### config.mk
export PLATFORM = sky130hd
export DESIGN_NAME = sudoku_grid_render_ctrl
export DESIGN_NICKNAME = d
export VERILOG_FILES = /design/src/rtl/sudoku_grid_render_ctrl.sv
export SDC_FILE = /design/constraint.sdc
export NUM_CORES = 1
export LEC_CHECK = 0
export ABC_AREA = 1
export CELL_PAD_IN_SITES_DETAIL_PLACEMENT = 1
export CELL_PAD_IN_SITES_GLOBAL_PLACEMENT = 1
export CORE_MARGIN = 4
export CORE_UTILIZATION = 50
export CTS_CLUSTER_DIAMETER = 30
export DETAILED_ROUTE_END_ITERATION = 10
export DONT_BUFFER_PORTS = 1
export PLACE_DENSITY_LB_ADDON = 0.1
export SYNTH_ARGS = -nofsm -noshare
export SYNTH_HDL_FRONTEND = slang
export SYNTH_SLANG_ARGS = --single-unit
### constraint.sdc
create_clock -name clk -period 7.9 [get_ports clk]
set_clock_uncertainty 0.1 [all_clocks]
set_input_delay 1.185 -clock clk [delete_from_list [all_inputs] [get_ports clk]]
set_output_delay 1.185 -clock clk [all_outputs]
set_load 0.03 [all_outputs]
### src/rtl/sudoku_grid_render_ctrl.sv
// Sudoku board store and glyph pixel sequencer.
// Decodes h_cnt/v_cnt into a 9x9 cell index plus local glyph coordinates,
// owns the 81-entry digit store and shares its single port between display
// reads, a clear sweep and external cell writes.
module sudoku_grid_render_ctrl #(
  parameter int CELL    = 52,
  parameter int GRID_X0 = 86,
  parameter int GRID_Y0 = 6
) (
  input  logic       clk,
  input  logic       rst_n,
  input  logic [9:0] h_cnt,
  input  logic [9:0] v_cnt,
  input  logic       clr_req,
  output logic       clr_busy,
  input  logic       wr_req,
  input  logic [3:0] wr_row,
  input  logic [3:0] wr_col,
  input  logic [3:0] wr_digit,
  output logic       wr_ack,
  output logic       wr_err,
  output logic       glyph_valid,
  output logic [3:0] glyph_digit,
  output logic [5:0] glyph_x,
  output logic [5:0] glyph_y
);

  typedef enum logic [1:0] {CLEAR, IDLE, WRITE} state_t;

  state_t     state;
  logic [6:0] idx_clr;

  logic [3:0] board [81];
  logic [3:0] rd_data;

  logic [9:0] dx, dy, col_base, row_base;
  logic [3:0] col, row;
  logic       in_grid;
  logic [5:0] lx, ly;
  logic [6:0] idx;

  logic       in_grid_s1;
  logic [5:0] lx_s1, ly_s1;

  logic       wr_ok;
  logic [6:0] wr_idx;
  logic       mem_we;
  logic [6:0] mem_addr;
  logic [3:0] mem_wdata;

  // Stage-0 pixel decode: compare chains against multiples of CELL, no divider
  always_comb begin
    dx       = h_cnt - 10'(GRID_X0);
    dy       = v_cnt - 10'(GRID_Y0);
    in_grid  = (h_cnt >= 10'(GRID_X0)) && (h_cnt < 10'(GRID_X0 + 9*CELL)) &&
               (v_cnt >= 10'(GRID_Y0)) && (v_cnt < 10'(GRID_Y0 + 9*CELL));
    col      = '0;
    row      = '0;
    col_base = '0;
    row_base = '0;
    for (int unsigned k = 1; k < 9; k++) begin
      if (dx >= 10'(k*CELL)) begin
        col      = 4'(k);
        col_base = 10'(k*CELL);
      end
      if (dy >= 10'(k*CELL)) begin
        row      = 4'(k);
        row_base = 10'(k*CELL);
      end
    end
    lx  = 6'(dx - col_base);
    ly  = 6'(dy - row_base);
    idx = 7'(row) * 7'd9 + 7'(col);
  end

  // Board-port arbitration: display read, then clear sweep, then external write
  always_comb begin
    wr_ok     = (wr_row <= 4'd8) && (wr_col <= 4'd8) && (wr_digit <= 4'd9);
    wr_idx    = 7'(wr_row) * 7'd9 + 7'(wr_col);
    mem_we    = 1'b0;
    mem_addr  = idx;
    mem_wdata = '0;
    if (rst_n && !in_grid) begin
      if (state == CLEAR) begin
        mem_we   = 1'b1;
        mem_addr = idx_clr;
      end else if (state == WRITE && wr_ok) begin
        mem_we    = 1'b1;
        mem_addr  = wr_idx;
        mem_wdata = wr_digit;
      end
    end
  end

  // Single-port board store with synchronous read; contents are never reset
  always_ff @(posedge clk) begin
    if (mem_we) board[mem_addr] <= mem_wdata;
    else        rd_data         <= board[mem_addr];
  end

  // Display pipeline: stage 1 holds coordinates alongside the read, stage 2 drives outputs
  always_ff @(posedge clk) begin
    if (!rst_n) begin
      in_grid_s1  <= 1'b0;
      lx_s1       <= '0;
      ly_s1       <= '0;
      glyph_valid <= 1'b0;
      glyph_digit <= '0;
      glyph_x     <= '0;
      glyph_y     <= '0;
    end else begin
      in_grid_s1  <= in_grid;
      lx_s1       <= in_grid ? lx : '0;
      ly_s1       <= in_grid ? ly : '0;
      glyph_valid <= in_grid_s1 && (rd_data != 4'd0);
      glyph_digit <= in_grid_s1 ? rd_data : '0;
      glyph_x     <= lx_s1;
      glyph_y     <= ly_s1;
    end
  end

  // Control FSM: clear sweep and write handshake, registered status outputs
  always_ff @(posedge clk) begin
    if (!rst_n) begin
      state    <= CLEAR;
      idx_clr  <= '0;
      clr_busy <= 1'b1;
      wr_ack   <= 1'b0;
      wr_err   <= 1'b0;
    end else begin
      wr_ack <= 1'b0;
      wr_err <= 1'b0;
      case (state)
        CLEAR: begin
          if (clr_req) begin
            idx_clr <= '0;
          end else if (!in_grid) begin
            if (idx_clr == 7'd80) begin
              state    <= IDLE;
              clr_busy <= 1'b0;
            end else begin
              idx_clr <= idx_clr + 7'd1;
            end
          end
        end
        IDLE: begin
          if (clr_req) begin
            state    <= CLEAR;
            idx_clr  <= '0;
            clr_busy <= 1'b1;
          end else if (wr_req) begin
            state <= WRITE;
          end
        end
        WRITE: begin
          if (!wr_ok) begin
            wr_ack <= 1'b1;
            wr_err <= 1'b1;
            state  <= IDLE;
          end else if (!in_grid) begin
            wr_ack <= 1'b1;
            state  <= IDLE;
          end
        end
        default: begin
          state    <= CLEAR;
          idx_clr  <= '0;
          clr_busy <= 1'b1;
        end
      endcase
    end
  end

endmodule
Word-level counts from Yosys, hierarchy flattened:

Memory sizes are Yosys's and may differ from the RTL's. A register that Yosys moved wholly into a read port is not among the register bits.
Index checks and enable logic that the tools add are counted.
Widths: inputs -> output; s select.

* output and inout port bits: 20
* word-level logic and storage cells: 139
* bits in writable memories: 324
* memories kept: 1
* bits of input ports: 36
* bits in registers: 42

* equality and inequality tests: 11
* multipliers: 2
* bitwise gates (word level): 1
* order comparisons: 23
* mux-type cells: 64
* $add $sub $neg: 7
* reductions and logical operators: 18

Memory list
* board: words 81, bits a word 4, rd ports 1, clocked after memory_dff 1, write ports 1, RTL line 33 `logic [3:0] board [81];`

Operators by type and width (number)
* $mux 6: 16
* $ge 10x9->1 const B: 8
* $mux 4: 17
* $mux 7: 7
* $ge 10x8->1 const B: 4
* $ge 10x7->1 const B: 3
* $pmux 7 s3: 1
* $ge 10x6->1 const B: 2
* $add 7x4->7: 2
* $mul 4x4->7 const B: 2
* $mux 1: 14
* $mux 2: 7
* $le 4x4->1 const B: 3
* $ne 3x3->1 const B: 4
* $sub 6x6->6: 2
* $ge 10x3->1 const B: 1
* $lt 10x10->1 const B: 1
* $lt 10x9->1 const B: 1
* $reduce_and 5->1: 2
* $sub 10x3->10 const B: 1
* $sub 10x7->10 const B: 1
* $logic_and 1x1->1: 8
* $add 7x1->7 const B: 1
* $eq 7x7->1 const B: 1
* other kinds (12): 17

Depth between registers and ports, before layout:

* word-level depth: 15
* depth in mapped cells: 38
* gate-level depth less buffers: 36

Least setup slack after synthesis:

OpenSTA, ideal clock, no wires.

* path kind: input-to-reg
* from: input v_cnt[1]
* to: memory board[0][3] (data pin)
* cell stages on the path: 11
* buffers on the path: 1
* library setup time: 806 ps
* setup slack: 1818 ps
* arrival time: 5177 ps
* data required time: 6994 ps
* cells stage by stage: ha_1 inv_1 nor2_1 nand3_1 nand3_1 nand3_1 inv_1 nand2_2 nand2_2 buf_6 nor3_1

* cells in the longest elaborated chain, start to end: 6
* elaborated cells between the ends (all ways): 7
* those cells by class: order compare: 2; mux: 1; reduce/logical: 4

RTL lines
* start: declaration: RTL line 13 `input logic [9:0] v_cnt,`
* $ge 10x3->1: RTL line 56 `(v_cnt >= 10'(GRID_Y0)) && (v_cnt < 10'(GRID_Y0 + 9*CELL));`
* $logic_and 1x1->1: RTL line 55 `in_grid = (h_cnt >= 10'(GRID_X0)) && (h_cnt < 10'(GRID_X0 + 9*CELL)) &&`
* $logic_and 1x1->1 *: RTL line 56
* $logic_not 1->1 *
* $logic_and 1x1->1 *: RTL line 83 `if (rst_n && !in_grid) begin`
* $mux 4 *: RTL line 83
* net mem_wdata[3]: RTL line 49 `logic [3:0] mem_wdata;`
* end: declaration: RTL line 33

Mark *: on every way through the listed nets, which the timed path passes. The rest lies on a longest branch.

Final worst setup path:

* from: input v_cnt[1]
* to: register rd_data[0], read port of board (data pin)

* cells in the longest elaborated chain, start to end: 15
* elaborated cells between the ends (all ways): 30
* those cells by class: add/sub: 2; mul: 1; order compare: 10; mux: 12; reduce/logical: 5

RTL lines
* $sub 10x3->10: RTL line 54 `dy = v_cnt - 10'(GRID_Y0);`
* $ge 10x6->1: RTL line 66 `if (dy >= 10'(k*CELL)) begin`
* $mux 1: RTL line 66
* $mux 4 (7 in series): RTL line 66
* $mul 4x4->7: RTL line 73 `idx = 7'(row) * 7'd9 + 7'(col);`
* $add 7x4->7: RTL line 73
* $mux 7: RTL line 87 `end else if (state == WRITE && wr_ok) begin`
* $mux 7: RTL line 84 `if (state == CLEAR) begin`
* $mux 7: RTL line 83
* end: declaration: RTL line 34 `logic [3:0] rd_data;`

Parallel ways exist; a longest one is shown, timed or not.
A chain may end at the register's enable or synchronous reset.

==> flow_summary.ini <==
[grt]
met1_usage_pct = 33.67
gr-total-overflow = 0
grt_max_degree = 125
grt_pass1_wl_um = 82630
grt.busiest_layer = met2
grtUsageMet3_pct = 5.307
grt_pass1_vias = 14893
use_met2_pct = 48.67
track_usage_pct = 27.53
antenna_found_initial = 0

[clock_network]
root_buffer = clkbuf_16
post_cts_buffers = 0
cts_made_buffers = 77
cts.reportedPaths.clkPinSlew_ns = 0.05
clk_latency_ns = 0.61
cts.sink_count = 370
cts_tree = yes
postCtsHoldBufs = 0
htree_levels = 3
post_cts_resized = 0
clk_path_buf_depth = 3

[yosys]
ys_seq_area_share_pct = 60.36
synth.distinct_cells = 45
syn_area_um2 = 17710
synth_warnings = 0
synth_ff_type = edfxtp_1
synth_top_cell_area_share_pct = 55.61
synthTopCellsByArea = edfxtp_1, nand2_1, dfxtp_1
ys_ff_latch = 370
synth.net_count = 2035
synth-edff-count = 328
yosysTopAreaCell = edfxtp_1
async_flop_share_pct = 0
synth.avg_cell_area_um2 = 9.023
synthCells = 1963

[timing]
slew_violations = 0
tightest_slew_ns = 1.048
slew_headroom_pct = 30.11
post-route-period-util_pct = 84.14
rsz0062_at_grt = false
finalHoldViolations = 0
min_period_ns = 6.647
setup_viol_count_final = 0
clock.fmax_mhz = 150.4
tns_ns = 0

[worst_hold_path]
hp-class = flop to flop
whs_path_depth = 2
whs_endpoint = glyph_x[0]$_SDFF_PN0_
hold_path.startpoint = lx_s1[0]$_SDFF_PN0_

[setup_path]
end_kind = flop
r2r_slack_ns = 3.34
r2r_end = rd_data[0]$_DFFE_PN_
critPathMaxStageDelay_ns = 0.54
worstPathRequired_ns = 8.11
cp_common_cell = nand2_1
slowest_stage = nand2_2
worstSetupStartpointType = input pin
worst-r2r-cell-count = 18
critPathMaxFanout = 64
reg2reg_from = state[1]$_SDFFE_PN0P_
critPathKind = input pin to flop
cp.arrival_ns = 6.85

[floorplanning]
num_rows = 68
fp.dieArea_um2 = 38500
floorplan.initialDensity_pct = 51.02
die_w_um = 196.2
die_y_um = 196.2
pin_count = 56
core-area_um2 = 34710

[place]
routabilityCongestion = 0.8756
place_area_um2 = 18080
port_buffers = 0
dp_hpwl_um = 31050

[final_layout]
antennaDiodeCount = 0
multi_input_area_um2 = 6271
layout_common_cells = nand2_1, edfxtp_1, nor2_1, inv_1, nand3_1
final_common_cell = nand2_1
final_nets = 2063
finalInstanceArea_um2 = 20930
area_growth_pct = 18.18
seqCellArea_um2 = 10690
drive_gt1_share_pct = 9.630
nFillCells = 3897

[routing]
drc = 0
wl_um = 52660
vias = 13791
dr.pass1.iters = 5
vias_per_cell = 5.492
final_antenna_net_count = 0
drtIter0Drc = 914
wire_per_inst_um = 20.97

[flow_run]
maxCapViolCount = 0

[run_status]
run_status = finished clean

[power_and_ir_drop]
irDropWorstVdd_v = 0.0001975
leakagePower_uw = 0.009499
powerDensity_nw_per_um2 = 340.8
[synthesized netlist by cell type, types with 3 or more instances]
cell	number
a21oi_1	29
buf_1	5
buf_2	29
buf_4	20
buf_6	4
clkbuf_1	12
dfxtp_1	42
edfxtp_1	328
fa_1	4
ha_1	32
inv_1	96
inv_2	7
nand2_1	994
nand2_2	13
nand3_1	83
nand4_1	6
nand4_2	6
nor2_1	149
nor2_2	7
nor3_1	11
o21ai_0	33
o31ai_1	3
xnor2_1	7
xor2_1	11
[registers in the layout, summed over array words and instances (netlist names), 2 cells and up]
| name | flops |
|---|---|
| glyph_y | 6 |
| state | 2 |
| idx_clr | 7 |
| board | 324 |
| ly_s1 | 6 |
| glyph_digit | 4 |
| lx_s1 | 6 |
| glyph_x | 6 |
| rd_data | 4 |
[worst max-delay path, delay by kind of cell]
family / cells / cell delay (ns)
adders and majority gates: 3 / 0.63
AOI/OAI and AO/OA: 5 / 1.23
and+or+nand+nor: 19 / 2.44
buffers and inverters: 4 / 1.04
xor gates and xnor gates: 1 / 0.24
[area by class of cell]
| cell class | count | area share [%] |
|---|---|---|
| multi-input cells | 1418 | 29.96 |
| clock inverters | 57 | 4.041 |
| repair buffers | 19 | 0.7412 |
| flip-flops and latches | 370 | 51.07 |
| clock buffers | 87 | 9.588 |
| inverters | 105 | 1.883 |
| well taps | 455 | 2.720 |
[power breakdown]
group          total [µW]  switching, µW  internal, µW
logic                1420           1110           309
clock network        3520           1160          2360
registers            2190           35.8          2150
total                7130           2310          4820
[through the flow]
| stage | cells | utilization, % | worst slack [ns] | total power, µW | hold WS [ns] |
|---|---|---|---|---|---|
| after floorplan | 1963 | - | 1.818 | 3221 | 0.2905 |
| after global placement | 2367 | 52.08 | 1.142 | 3567 | 0.2946 |
| after detailed placement | 2367 | 52.08 | 0.8385 | 3608 | 0.3056 |
| after CTS | 2511 | 60.30 | 1.365 | 7160 | 0.3149 |
| after global routing | 2511 | 60.30 | 0.7733 | 7432 | 0.3361 |
| final | 2511 | 60.30 | 1.253 | 7134 | 0.3102 |
[how the worst max path moves through the flow]
stage	from	endpoint	slack, ns	cells after the start
after floorplan	v_cnt[1]	board[0][3]$_DFFE_PP_	1.82	11
after global placement	v_cnt[1]	rd_data[0]$_DFFE_PN_	1.14	32
after detailed placement	h_cnt[3]	rd_data[0]$_DFFE_PN_	0.84	30
after CTS	v_cnt[1]	rd_data[3]$_DFFE_PN_	1.36	32
after global routing	h_cnt[3]	rd_data[0]$_DFFE_PN_	0.77	30
final	v_cnt[1]	rd_data[0]$_DFFE_PN_	1.25	32
[kinds of logic (layout without fill, tap and decap cells)]
| logic type | count (synthesis) | in the layout | share of synthesized area [%] |
|---|---|---|---|
| and+or+nand+nor | 1278 | 1278 | 28.62 |
| other | 1 | 1 | 0.02117 |
| xor gates and xnor gates | 18 | 18 | 0.8901 |
| DFF | 370 | 370 | 60.36 |
| adders and majority gates | 36 | 36 | 2.713 |
| buffers and inverters | 175 | 268 | 4.507 |
| AOI/OAI and AO/OA | 85 | 85 | 2.889 |
[metal layers]
layer | up-vias | part of all wire (%)
met3 | 102 | 5.8
met5 | - | 0
li1 | 6456 | -
met4 | 0 | 3.0
met2 | 431 | 51
met1 | 6802 | 40
Power figures use the tool's default switching activity.
